**src/rtl/dense_pkg.sv**
```systemverilog
// Shared widths and the requantisation helper for the dense post-processing block.
package dense_pkg;

    localparam int ACC_W   = 32;
    localparam int ACT_W   = 8;
    localparam int ACT_MAX = 127;
    localparam int SUM_W   = ACC_W + 1;

    // Round-half-up arithmetic shift, then clamp into 0..ACT_MAX.
    function automatic logic [ACT_W-1:0] requant(input logic signed [SUM_W-1:0] sum,
                                                 input int unsigned shift);
        logic signed [SUM_W:0] rnd;
        rnd = {sum[SUM_W-1], sum} + ({{SUM_W{1'b0}}, 1'b1} << (shift - 1));
        rnd = rnd >>> shift;
        if (rnd[SUM_W]) begin
            return '0;
        end else if (|rnd[SUM_W-1:ACT_W-1]) begin
            return ACT_W'(ACT_MAX);
        end
        return rnd[ACT_W-1:0];
    endfunction

endpackage

```
**src/rtl/dense_argmax.sv**
```systemverilog
// Running-max tracker over one frame of 33-bit sums; reports the winning index once per frame.
module dense_argmax
    import dense_pkg::*;
#(
    parameter int IDX_W = 4
) (
    input  logic                    clk_i,
    input  logic                    rst_ni,
    input  logic                    fire_i,
    input  logic                    first_i,
    input  logic                    last_i,
    input  logic [IDX_W-1:0]        idx_i,
    input  logic signed [SUM_W-1:0] sum_i,
    output logic                    class_valid_o,
    output logic [IDX_W-1:0]        class_idx_o
);

    logic signed [SUM_W-1:0] max_q, max_d;
    logic [IDX_W-1:0]        max_idx_q, max_idx_d;
    logic                    cv_q, cv_d;
    logic [IDX_W-1:0]        cidx_q, cidx_d;
    logic                    take;

    // Strict compare keeps the lowest index on ties.
    always_comb begin
        take      = first_i || (sum_i > max_q);
        max_d     = max_q;
        max_idx_d = max_idx_q;
        cv_d      = 1'b0;
        cidx_d    = cidx_q;
        if (fire_i) begin
            if (take) begin
                max_d     = sum_i;
                max_idx_d = idx_i;
            end
            if (last_i) begin
                cv_d   = 1'b1;
                cidx_d = take ? idx_i : max_idx_q;
            end
        end
    end

    always_ff @(posedge clk_i) begin
        if (!rst_ni) begin
            max_q     <= '0;
            max_idx_q <= '0;
            cv_q      <= 1'b0;
            cidx_q    <= '0;
        end else begin
            max_q     <= max_d;
            max_idx_q <= max_idx_d;
            cv_q      <= cv_d;
            cidx_q    <= cidx_d;
        end
    end

    assign class_valid_o = cv_q;
    assign class_idx_o   = cidx_q;

endmodule

```
**src/rtl/dense_post.sv**
```systemverilog
// Dense-layer post stage: bias add, requantise to 0..127, frame framing and optional argmax.
// Argmax is compiled in only when DENSE_POST_ARGMAX_EN is defined.
module dense_post
    import dense_pkg::*;
#(
    parameter int NUM_NEURONS = 10,
    parameter int SHIFT       = 8
) (
    input  logic                           clk,
    input  logic                           rst,
    input  logic                           in_valid,
    output logic                           in_ready,
    input  logic [ACC_W-1:0]               in_acc,
    input  logic [ACC_W-1:0]               in_bias,
    output logic                           out_valid,
    input  logic                           out_ready,
    output logic [ACT_W-1:0]               out_data,
    output logic                           out_last,
    output logic                           class_valid,
    output logic [$clog2(NUM_NEURONS)-1:0] class_idx
);

    localparam int IDX_W = $clog2(NUM_NEURONS);
    localparam logic [IDX_W-1:0] LAST_IDX = IDX_W'(NUM_NEURONS - 1);

    logic                    fire;
    logic                    is_last;
    logic signed [SUM_W-1:0] sum;
    logic [IDX_W-1:0]        cnt_q, cnt_d;
    logic                    out_valid_q, out_valid_d;
    logic [ACT_W-1:0]        out_data_q, out_data_d;
    logic                    out_last_q, out_last_d;

    assign in_ready = !out_valid_q || out_ready;
    assign fire     = in_valid && in_ready;
    assign sum      = $signed({in_acc[ACC_W-1], in_acc}) + $signed({in_bias[ACC_W-1], in_bias});
    assign is_last  = (cnt_q == LAST_IDX);

    always_comb begin
        cnt_d       = cnt_q;
        out_valid_d = out_valid_q;
        out_data_d  = out_data_q;
        out_last_d  = out_last_q;
        if (fire) begin
            out_valid_d = 1'b1;
            out_data_d  = requant(sum, SHIFT);
            out_last_d  = is_last;
            cnt_d       = is_last ? '0 : cnt_q + IDX_W'(1);
        end else if (out_ready) begin
            out_valid_d = 1'b0;
        end
    end

    always_ff @(posedge clk) begin
        if (!rst) begin
            cnt_q       <= '0;
            out_valid_q <= 1'b0;
            out_data_q  <= '0;
            out_last_q  <= 1'b0;
        end else begin
            cnt_q       <= cnt_d;
            out_valid_q <= out_valid_d;
            out_data_q  <= out_data_d;
            out_last_q  <= out_last_d;
        end
    end

    assign out_valid = out_valid_q;
    assign out_data  = out_data_q;
    assign out_last  = out_last_q;

`ifdef DENSE_POST_ARGMAX_EN
    dense_argmax #(
        .IDX_W(IDX_W)
    ) u_argmax (
        .clk_i        (clk),
        .rst_ni       (rst),
        .fire_i       (fire),
        .first_i      (cnt_q == '0),
        .last_i       (is_last),
        .idx_i        (cnt_q),
        .sum_i        (sum),
        .class_valid_o(class_valid),
        .class_idx_o  (class_idx)
    );
`else
    assign class_valid = 1'b0;
    assign class_idx   = '0;
`endif

endmodule
```
**config.mk**
```make
export PLATFORM = sky130hd
export DESIGN_NAME = dense_post
export DESIGN_NICKNAME = d
export VERILOG_FILES = /design/src/rtl/dense_pkg.sv /design/src/rtl/dense_argmax.sv /design/src/rtl/dense_post.sv
export SDC_FILE = /design/constraint.sdc
export NUM_CORES = 1
export LEC_CHECK = 0
export ABC_AREA = 0
export CAP_MARGIN = 0
export CELL_PAD_IN_SITES_DETAIL_PLACEMENT = 0
export CELL_PAD_IN_SITES_GLOBAL_PLACEMENT = 1
export CORE_AREA = 2 2 93 95
export DETAILED_ROUTE_END_ITERATION = 12
export DIE_AREA = 0 0 95 97
export GPL_TIMING_DRIVEN = 0
export HOLD_SLACK_MARGIN = 0.02
export PLACE_DENSITY = 0.85
export RECOVER_POWER = 100
export SYNTH_ARGS = -nofsm -noshare
export SYNTH_HDL_FRONTEND = slang
export SYNTH_SLANG_ARGS = --single-unit
```
**constraint.sdc**
```tcl
create_clock -name clk -period 11.8 [get_ports clk]
set_input_delay 2.95 -clock clk [delete_from_list [all_inputs] [get_ports clk]]
set_output_delay 2.95 -clock clk [all_outputs]
set_load 0.02 [all_outputs]
```
### Yosys cells after proc, flatten, opt, wreduce, memory -nomap -nowiden

Index checks and enable logic that the tools add are counted.

| word-level totals | value |
|---|---|
| flip-flop bits (word level) | 14 |
| input port bits | 68 |
| output and inout port bits | 16 |
| word-level logic and storage cells | 22 |

| cells by class | value |
|---|---|
| mux-type cells | 9 |
| equality and inequality tests | 1 |
| $add $sub $neg | 3 |
| reductions and logical operators | 5 |

Operators by type and width:

| cell | count |
|---|---|
| 33-bit by 9-bit adder with 34-bit output (second input constant) | 1 |
| 32-bit by 32-bit adder with 33-bit output | 1 |
| 8-bit two-way mux | 3 |
| 19-bit OR reduction | 1 |
| 1-bit two-way mux | 5 |
| 4-bit by 1-bit adder with 4-bit output (second input constant) | 1 |
| 4-bit equality test (second input constant) | 1 |
| 4-bit two-way mux | 1 |
| 2-bit nonzero test | 1 |
| 1-bit logical AND | 1 |
| 1-bit zero test | 1 |
| 1-bit logical OR | 1 |

### Logic depth before layout (Yosys ltp)

| depth | value |
|---|---|
| depth in word-level cells | 7 |
| mapped depth | 14 |
| gate-level depth less buffers | 12 |

### Least setup slack after synthesis

No wires, ideal clock.

| timing path | value |
|---|---|
| path kind | in2out |
| from | in out_ready |
| to | out in_ready |
| cell stages on the path | 1 |
| slack | 5644 ps |
| required time | 8850 ps |
| buffers on the path | 0 |
| arrival time | 3206 ps |
| path through | nand2b_1 |

| on the way | value |
|---|---|
| cells in the longest elaborated chain, start to end | 1 |

RTL lines:

| element | RTL line | source |
|---|---|---|
| start: declaration | dense_post.sv:16 | `input logic out_ready,` |
| 1-bit logical OR | dense_post.sv:34 | `assign in_ready = !out_valid_q \|\| out_ready;` |
| end: declaration | dense_post.sv:12 | `output logic in_ready,` |

Every way passes these cells.

### Worst setup path in the final report

| timing path | value |
|---|---|
| from | in in_acc[22] |
| to | reg out_data_q[2], in the netlist out_data[2] |

| on the way | value |
|---|---|
| cells in the longest elaborated chain, start to end | 7 |
| elaborated cells between the ends (all ways) | 8 |
| classes of those cells | add/sub (2); mux (5); reduce/logical (1) |

RTL lines:

| element | RTL line | source |
|---|---|---|
| start: declaration | dense_post.sv:13 | `input logic [ACC_W-1:0] in_acc,` |
| 32-bit by 32-bit adder with 33-bit output * | dense_post.sv:36 | `assign sum = $signed({in_acc[ACC_W-1], in_acc}) + $signed({in_bias[ACC_W-1], in_bias});` |
| 33-bit by 9-bit adder with 34-bit output * | dense_pkg.sv:13 | `rnd = {sum[SUM_W-1], sum} + ({{SUM_W{1'b0}}, 1'b1} << (shift - 1));` |
| 19-bit OR reduction | dense_pkg.sv:17 | `end else if (\|rnd[SUM_W-1:ACT_W-1]) begin` |
| 1-bit two-way mux | dense_pkg.sv:17 |  |
| 1-bit two-way mux | dense_pkg.sv:15 | `if (rnd[SUM_W]) begin` |
| 1-bit two-way mux | dense_post.sv:44 | `if (fire) begin` |
| 8-bit two-way mux * | dense_pkg.sv:20 | `return rnd[ACT_W-1:0];` |
| end signal: assignment | dense_post.sv:63 | `out_data_q <= out_data_d;` |
| end: declaration | dense_post.sv:31 | `logic [ACT_W-1:0] out_data_q, out_data_d;` |

Every way passes the cells marked *; elsewhere a longest branch is shown, timed or not. The select of a mux whose other input is x is not followed.
A chain may end at the register's enable or synchronous reset.

==> qor.yml <==
finish:
  antenna_cells: 0
  drive_gt1_share_pct: 6.53
  nFillCells: 843
  area_growth_syn_to_layout_pct: 31.4
  final_nets: 606
  post-route-util_pct: 48.7
  final_cell_count_no_fill: 580
  final-seq-area_um2: 280
  multi_input_area_um2: 2530
clock_network:
  clk_latency_ps: 250
  cts_buffers: 3
  cts_sinks: 14
  hold_buffers: 0
  root_buffer: "clkbuf_8"
  clk_path_buf_depth: 2
  clkTransAtPathRegs_ps: 60
  cts_tree: "done"
  cts_max_level: 1
  postCtsSetupBuffers: 0
  ctsResizeCount: 0
synth:
  synth_area_per_cell_um2: 7.75
  synthSimpleGateAreaFrac_pct: 21.3
  synthCells: 389
  ys_ff_latch: 14
  synth_xor_area_share_pct: 4.36
  synth_area_leaders: "ha_1, dfxtp_1, a21oi_1, o211ai_1, nand2_1"
  synth-compound-area-share_pct: 32.7
  synth-main-ff-cell: "dfxtp_1"
  synth_async_sr_flop_share_pct: 0
  synth-edff-count: 0
  syn-cell-area_um2: 3010
  yosysSeqAreaShare_pct: 9.30
  ys_types: 71
  synthMuxAreaShare_pct: 0.374
  synth_warnings: 0
  synthTopCellsByCount: "ha_1, a21oi_1, nand2_1, nor2_1, inv_1"
  synth_top_family_by_area: "compound AO/OA/AOI/OAI gates"
  synth_area_leader_cell: "ha_1"
  synth_most_common_cell: "ha_1"
  yosysTopAreaCellShare_pct: 25.7
  synth_fa_ha_area_share_pct: 25.7
run_status:
  status: "finished, violations left"
  violations: "capacitance limit"
min_path:
  holdCritPathClass: "flip-flop to flip-flop"
timing:
  slew_viol_final: 0
  worst_pin_slew_ps: 1460
  min_period_ps: 7710
  fmax_mhz: 130
  hold_viol_final: 0
  skew_ps: 0.255
  fin_setup_tns_ps: 0
  finalCritPeriodShare_pct: 65.4
  timing.slew.headroom_pct: 0.462
  finalSetupViolCount: 0
  rsz0062_at_grt: "false"
setup_path:
  worst-setup-path-type: "input port to flip-flop"
  crit_fanout: 7
  critical_path_arrival_ps: 7780
  end_kind: "flip-flop"
  cp-start-kind: "input port"
  critPathRequiredTime_ps: 11870
place:
  hpwl_um: 7080
  dp_cells: 576
  gp_congestion: 0.875
  port_buffers: 78
floorplanning:
  core_um2: 8130
  initial_core_util_pct: 37.0
  core.rowCount: 33
  dieArea_um2: 9220
  die_y_um: 97
  top_level_ports: 84
  dieWidth_um: 95
grt:
  grt_usage_pct: 17.3
  grt_max_degree: 11
  grt_pass1_vias: 3027
  grt_overflow: 0
  grt_pass1_wl_um: 13300
  antenna_found_initial: 0
power_and_ir_drop:
  p_leak_uw: 0.00173
  ir_drop_mv: 0.0356
  power_uw: 300
  p_per_area_nw_per_um2: 75.9
route:
  dr.pass1.iters: 4
  drt-total-wl_um: 8260
  ant_nets: 0
  vias: 3288
  drc: 0
  drt-initial-drc-count: 153
  post_drt_wl_per_cell_um: 14.2
  viasPerCell: 5.67
run:
  cap_violations: 1
==> worst paths after layout <==
path                            startpoint     endpoint  slack (ps)  depth (start not counted)
worst max-delay path            in_acc[22]  out_data[2]        4090                         11
worst min-delay path              out_last     out_last         450                          2
worst max register to register   out_valid  out_data[2]        9350                          8
worst min register to register    out_last     out_last         450                          2
==> final cells by class <==
class                      instances  share of cell area [%]
multi-input combinational        340                    63.9
timing repair buffer              78                    19.7
buffer                            19                    2.72
inverter                          20                    1.90
tap                              105                    3.32
sequential                        14                    7.08
clock buffer                       4                    1.39
==> report_power, final <==
part	switching, uW	leakage (uW)	total, uW	internal (uW)
clock network	17.6	0.0000288	47.2	29.6
registers	2.15	0.000115	52.6	50.5
logic	112	0.00159	200	88.3
total	132	0.00173	300	168
==> kinds of logic after synthesis <==
family                     count (synthesis)
muxes                                      1
xor gates and xnor gates                  15
buffers and inverters                     39
AOI/OAI and AO/OA                        140
other                                      1
DFF                                       14
adders and majority gates                 62
and+or+nand+nor                          117
==> critical path, cell delays in order <==
cell	delay (ps)
dlygate4sd3_1	540
ha_1	300
ha_1	390
a21oi_1	330
o21ai_0	160
or4_1	630
o311a_1	430
a21oi_1	280
mux2_2	370
a2111oi_0	1200
a31oi_1	200
==> metal layers <==
metal | GRT usage, % | share of wire, %
met1 | 23.7 | 48
met2 | 30.2 | 47
met3 | 1.09 | 4.3
met4 | 2.12 | 0.64
met5 | 0 | 0
==> state kept, by name (all words and copies together), names as in the netlist <==
signal	flops
out_valid	1
out_data	8
out_last	1
cnt_q	4
==> placed cells by master (no fill, tap or decap), types with 7 or more instances in the layout <==
cell	count
clkbuf_1	7
clkdlybuf4s50_1	65
dfxtp_1	14
nor2_1	24
xnor2_1	9
a21oi_1	41
ha_1	62
nand4_1	9
o211ai_1	17
inv_1	20
a31oi_1	7
nor3_1	11
nand2_1	30
o21ai_1	9
dlygate4sd3_1	13
o21ai_0	13
==> metrics by stage <==
stage	area (um2)	worst slack, ps	hold WS [ps]
6_report	3960	4090	452
5_1_grt	3960	3640	481
4_1_cts	4000	4650	463
3_5_place_dp	3940	4660	455
3_3_place_gp	3940	4650	443
2_1_floorplan	3030	5640	459
(Power assumes the default switching activity.)
==> edit 1, RTL diff (same flow settings) <==
Take the reset off `out_data_q` and load it in a clocked block of its own.
--- a/src/rtl/dense_post.sv
+++ b/src/rtl/dense_post.sv
@@ -57,3 +57,2 @@
             out_valid_q <= 1'b0;
-            out_data_q  <= '0;
             out_last_q  <= 1'b0;
@@ -62,5 +61,8 @@
             out_valid_q <= out_valid_d;
-            out_data_q  <= out_data_d;
             out_last_q  <= out_last_d;
         end
+    end
+
+    always_ff @(posedge clk) begin
+        out_data_q <= out_data_d;
     end
Check against the original RTL: not equivalent (a bounded check fails within 4 cycles, from zero or initial values and one cycle with rst low).
==> edit 1 against the original RTL <==
The run ends with capacitance limit, slew limit left; final area grew 3.4%; critical path type unchanged; power grew 4.4%; sequential cell count is the same; clock power shrank 2%; wire length shrank 8.4%; setup slack gained 0.078 ns; synthesized area grew 3.8%; global-route usage shrank 0.42 points; critical path depth grew 1; combinational power grew 4%; synthesized cell count shrank 2.3%; sequential share of layout area grew 1.7 points; core utilization grew 1.6 points.
==> edit 1: results (changes against the original RTL) <==
critical_path:
  crit_end: "out_data[3]"
  reg2reg_depth: 6  # -2
  arrival_ns: 7.57  # -0.21 ns
  cpPeakStageDelay_ns: 1.39  # +0.19 ns
  cpLargestDelayFamily: "simple AND/OR/NAND/NOR gates"
  crit_fanout: 8  # +1
  rrSetupSlack_ns: 10.12  # +0.77 ns
  cp-startpoint: "in_acc[9]"
  cpMaxStageDelayCell: "nor4_1"
routing:
  drt_wl_total_um: 7570  # -8.4%
  met1_length_um: 3590  # -9.1%
  dr_wl_met2_um: 3510  # -9.8%
  drt-initial-drc-count: 165  # +7.8%
grt:
  grt_util_all_layers_pct: 16.9  # -0.42 points
status:
  violations: "capacitance limit, slew limit"
  outcome: "finished with violations"
final_layout:
  drive_gt1_share_pct: 11.1  # +4.6 points
timing:
  worstMarginPinSlew_ns: 1.70  # +0.245 ns
  finalClockSkew_ns: 0.00348  # +0.00323 ns
  maxSlewViolCount: 8  # +8
synthesis:
  ys_seq_area_share_pct: 11.5  # +2.2 points
  synth_ff_type: "edfxtp_1"
  synthTopCellsByArea: "ha_1 (25%), edfxtp_1 (7.7%), a21oi_1 (5.8%), nand2_1 (4.3%), dfxtp_1 (3.8%)"
  ys_types: 64  # -9.9%
placement:
  place_hpwl_um: 6510  # -8.0%
  gp_congestion: 0.897  # +2.5%
job:
  max_cap_violations: 1  # unchanged
power:
  p_leak_nw: 1.70  # -1.7%
edit 1: changes by cell type after synthesis, moves of 5 or more:
cell	before	now
a21boi_0	0	7
buf_4	6	12
buf_6	1	6
clkbuf_1	7	2
dfxtp_1	14	6
edfxtp_1	0	8
inv_1	20	14
mux2i_1	0	8
nand2_1	30	36
nand4_1	9	14
o211ai_1	17	5
o21ai_1	9	4
edit 1: report_power, final:
| part | total, mW | internal [mW] | leakage [nW] | switching (mW) |
|---|---|---|---|---|
| clock network | 0.0462 | 0.0295 | 0.0288 | 0.0166 |
| logic | 0.208 | 0.0958 | 1.54 | 0.113 |
| registers | 0.0588 | 0.0569 | 0.128 | 0.00184 |
edit 1: through the flow:
stage | cells | power (mW) | setup slack [ns] | hold WS (ns) | utilization [%]
after floorplan | 385 | 0.209 | 5.67 | 0.477 | -
after global placement | 568 | 0.269 | 4.73 | 0.467 | 49.9
after detailed placement | 568 | 0.270 | 4.71 | 0.489 | 49.9
after CTS | 572 | 0.318 | 4.71 | 0.499 | 50.6
after global routing | 572 | 0.343 | 3.75 | 0.507 | 50.3
final | 572 | 0.313 | 4.16 | 0.489 | 50.3
edit 1: layout make-up:
type                    count  area (µm²)
repair buffers             78         781
inverters                  14        52.6
multi-input cells         335        2540
plain buffers              22         168
well taps                 105         131
flip-flops and latches     14         360
fillers                   783        4040
clock buffers               4        55.1
edit 1: cell families (layout without fill, tap and decap cells):
logic type / count (synthesis) / in the layout / share of synthesized area [%]
AOI/OAI and AO/OA: 119 / 119 / 27.3
xor gates and xnor gates: 19 / 19 / 5.32
adders and majority gates: 62 / 62 / 24.8
buffers and inverters: 36 / 118 / 7.28
DFF: 14 / 14 / 11.5
muxes: 11 / 11 / 3.64
other: 1 / 6 / 0.120
and+or+nand+nor: 118 / 118 / 20.0
==> edit 2, RTL diff (config.mk and constraints unchanged) <==
Made on the original files. `ACT_W`: 8 -> 7.
--- a/src/rtl/dense_pkg.sv
+++ b/src/rtl/dense_pkg.sv
@@ -4,3 +4,3 @@
     localparam int ACC_W   = 32;
-    localparam int ACT_W   = 8;
+    localparam int ACT_W   = 7;
     localparam int ACT_MAX = 127;
Ports: changed (resized out_data); port bits go from 84 to 83. No check against the original RTL was run, so the function may have changed too.
==> edit 2 against the original RTL <==
Clock power down 16%; sequential power down 7.4%; setup slack better by 0.42 ns; final area down 5.4%; synthesized cell count down 7.5%; power down 10%; synthesized area down 7.1%; final cell count down 5.2%; hold slack better by 0.073 ns; critical path depth down 8; wire length down 18%; sequential cell count down 1; die area unchanged.
==> edit 2: results (changes against the original RTL) <==
critical_path:
  arrival_ns: 4.34  # -3.44 ns
  crit_fanout: 5  # -2
grt:
  grt_pass1_vias: 2810  # -7.2%
  grt_pass1_wl_um: 11900  # -11%
  grt_util_all_layers_pct: 14.9  # -2.4 points
placement:
  io_buffers: 77  # -1.3%
  place_area_um2: 3720  # -5.7%
  gp_congestion: 0.853  # -2.5%
  place_hpwl_um: 5880  # -17%
  post-place-cells: 546  # -5.2%
routing:
  drt-initial-drc-count: 71  # -54%
  viasPerCell: 5.23  # -7.7%
  via_count: 2879  # -12%
final_layout:
  fill_cells: 846  # +0.36%
  nets: 576  # -5.0%
  drive_gt1_share_pct: 4.72  # -1.8 points
  largest_reg_flops: 7  # -1
synthesis:
  ys_seq_area_share_pct: 9.29  # about the same
  yosys-top-cells-count: "ha_1 (62), nand2_1 (35), a21oi_1 (32)"
  synthTopCellsByArea: "ha_1 (28%), dfxtp_1 (9.3%), a21oi_1 (5.7%), nand2_1 (4.7%), o21a_1 (3.8%)"
  syn_avg_cell_area_um2: 7.78  # +0.43%
  ys_types: 58  # -18%
power:
  power_density_nw_per_um2: 71.8  # -5.3%
  p_leak_nw: 1.68  # -2.7%
  vdd.ir_drop.worst_mv: 0.0315  # -12%
status:
  outcome: "completed"
timing:
  max_slew_margin_pct: 62.0  # +62 points
  finalClockSkew_ns: 0.000802  # +0.000548 ns
edit 2: cell type report:
type	count	area share (%)
inverter	11	1.10
tap	105	3.51
buffer	17	2.51
multi-input combinational	323	64.1
clock buffer	4	1.20
sequential	13	6.95
timing repair buffer	77	20.6
edit 2: final timing paths:
check	start	endpoint	slack (ns)
setup / recovery	out_ready	in_ready	4.51
hold reg to reg	cnt_q[3]	cnt_q[3]	0.52
hold / removal	cnt_q[3]	cnt_q[3]	0.52
setup reg to reg	out_valid	out_data[2]	9.23
edit 2: per-stage QoR:
step                      power (mW)  setup WS (ns)
after CTS                      0.274           4.65
after global placement         0.231           4.65
final                          0.269           4.51
after floorplan                0.177           5.64
after global routing           0.296           4.48
after detailed placement       0.233           4.65
edit 2: worst max-delay path, stage by stage:
cell and delay [ns]:
dlygate4sd3_1 0.52, nand2b_1 0.20, dlygate4sd3_1 0.67
edit 2: cell families (layout without fill, tap and decap cells):
| kind of cell | count (synthesis) | count (layout) | synth area share (%) |
|---|---|---|---|
| buffers and inverters | 28 | 109 | 4.83 |
| adder cells (fa/ha/maj) | 62 | 62 | 27.7 |
| other | 1 | 5 | 0.134 |
| AO/OA/AOI/OAI | 127 | 127 | 31.4 |
| multiplexers | 2 | 2 | 0.715 |
| XOR/XNOR | 18 | 18 | 5.63 |
| AND/OR/NAND/NOR | 109 | 109 | 20.3 |
| flip-flops | 13 | 13 | 9.29 |
edit 2: where the power goes:
group / internal [mW] / switching, mW
Sequential: 0.0469 / 0.00186
Clock: 0.0239 / 0.0157
Combinational: 0.0849 / 0.0958
Total: 0.156 / 0.113
edit 2: layer usage:
metal / vias to the layer above / global-route usage [%] / part of all wire (%)
li1: 1522 / - / -
met1: 1279 / 19.6 / 47
met3: 4 / 1.01 / 5.1
met4: 0 / 2.34 / 0.46
met2: 74 / 26.7 / 48
met5: - / 0 / 0
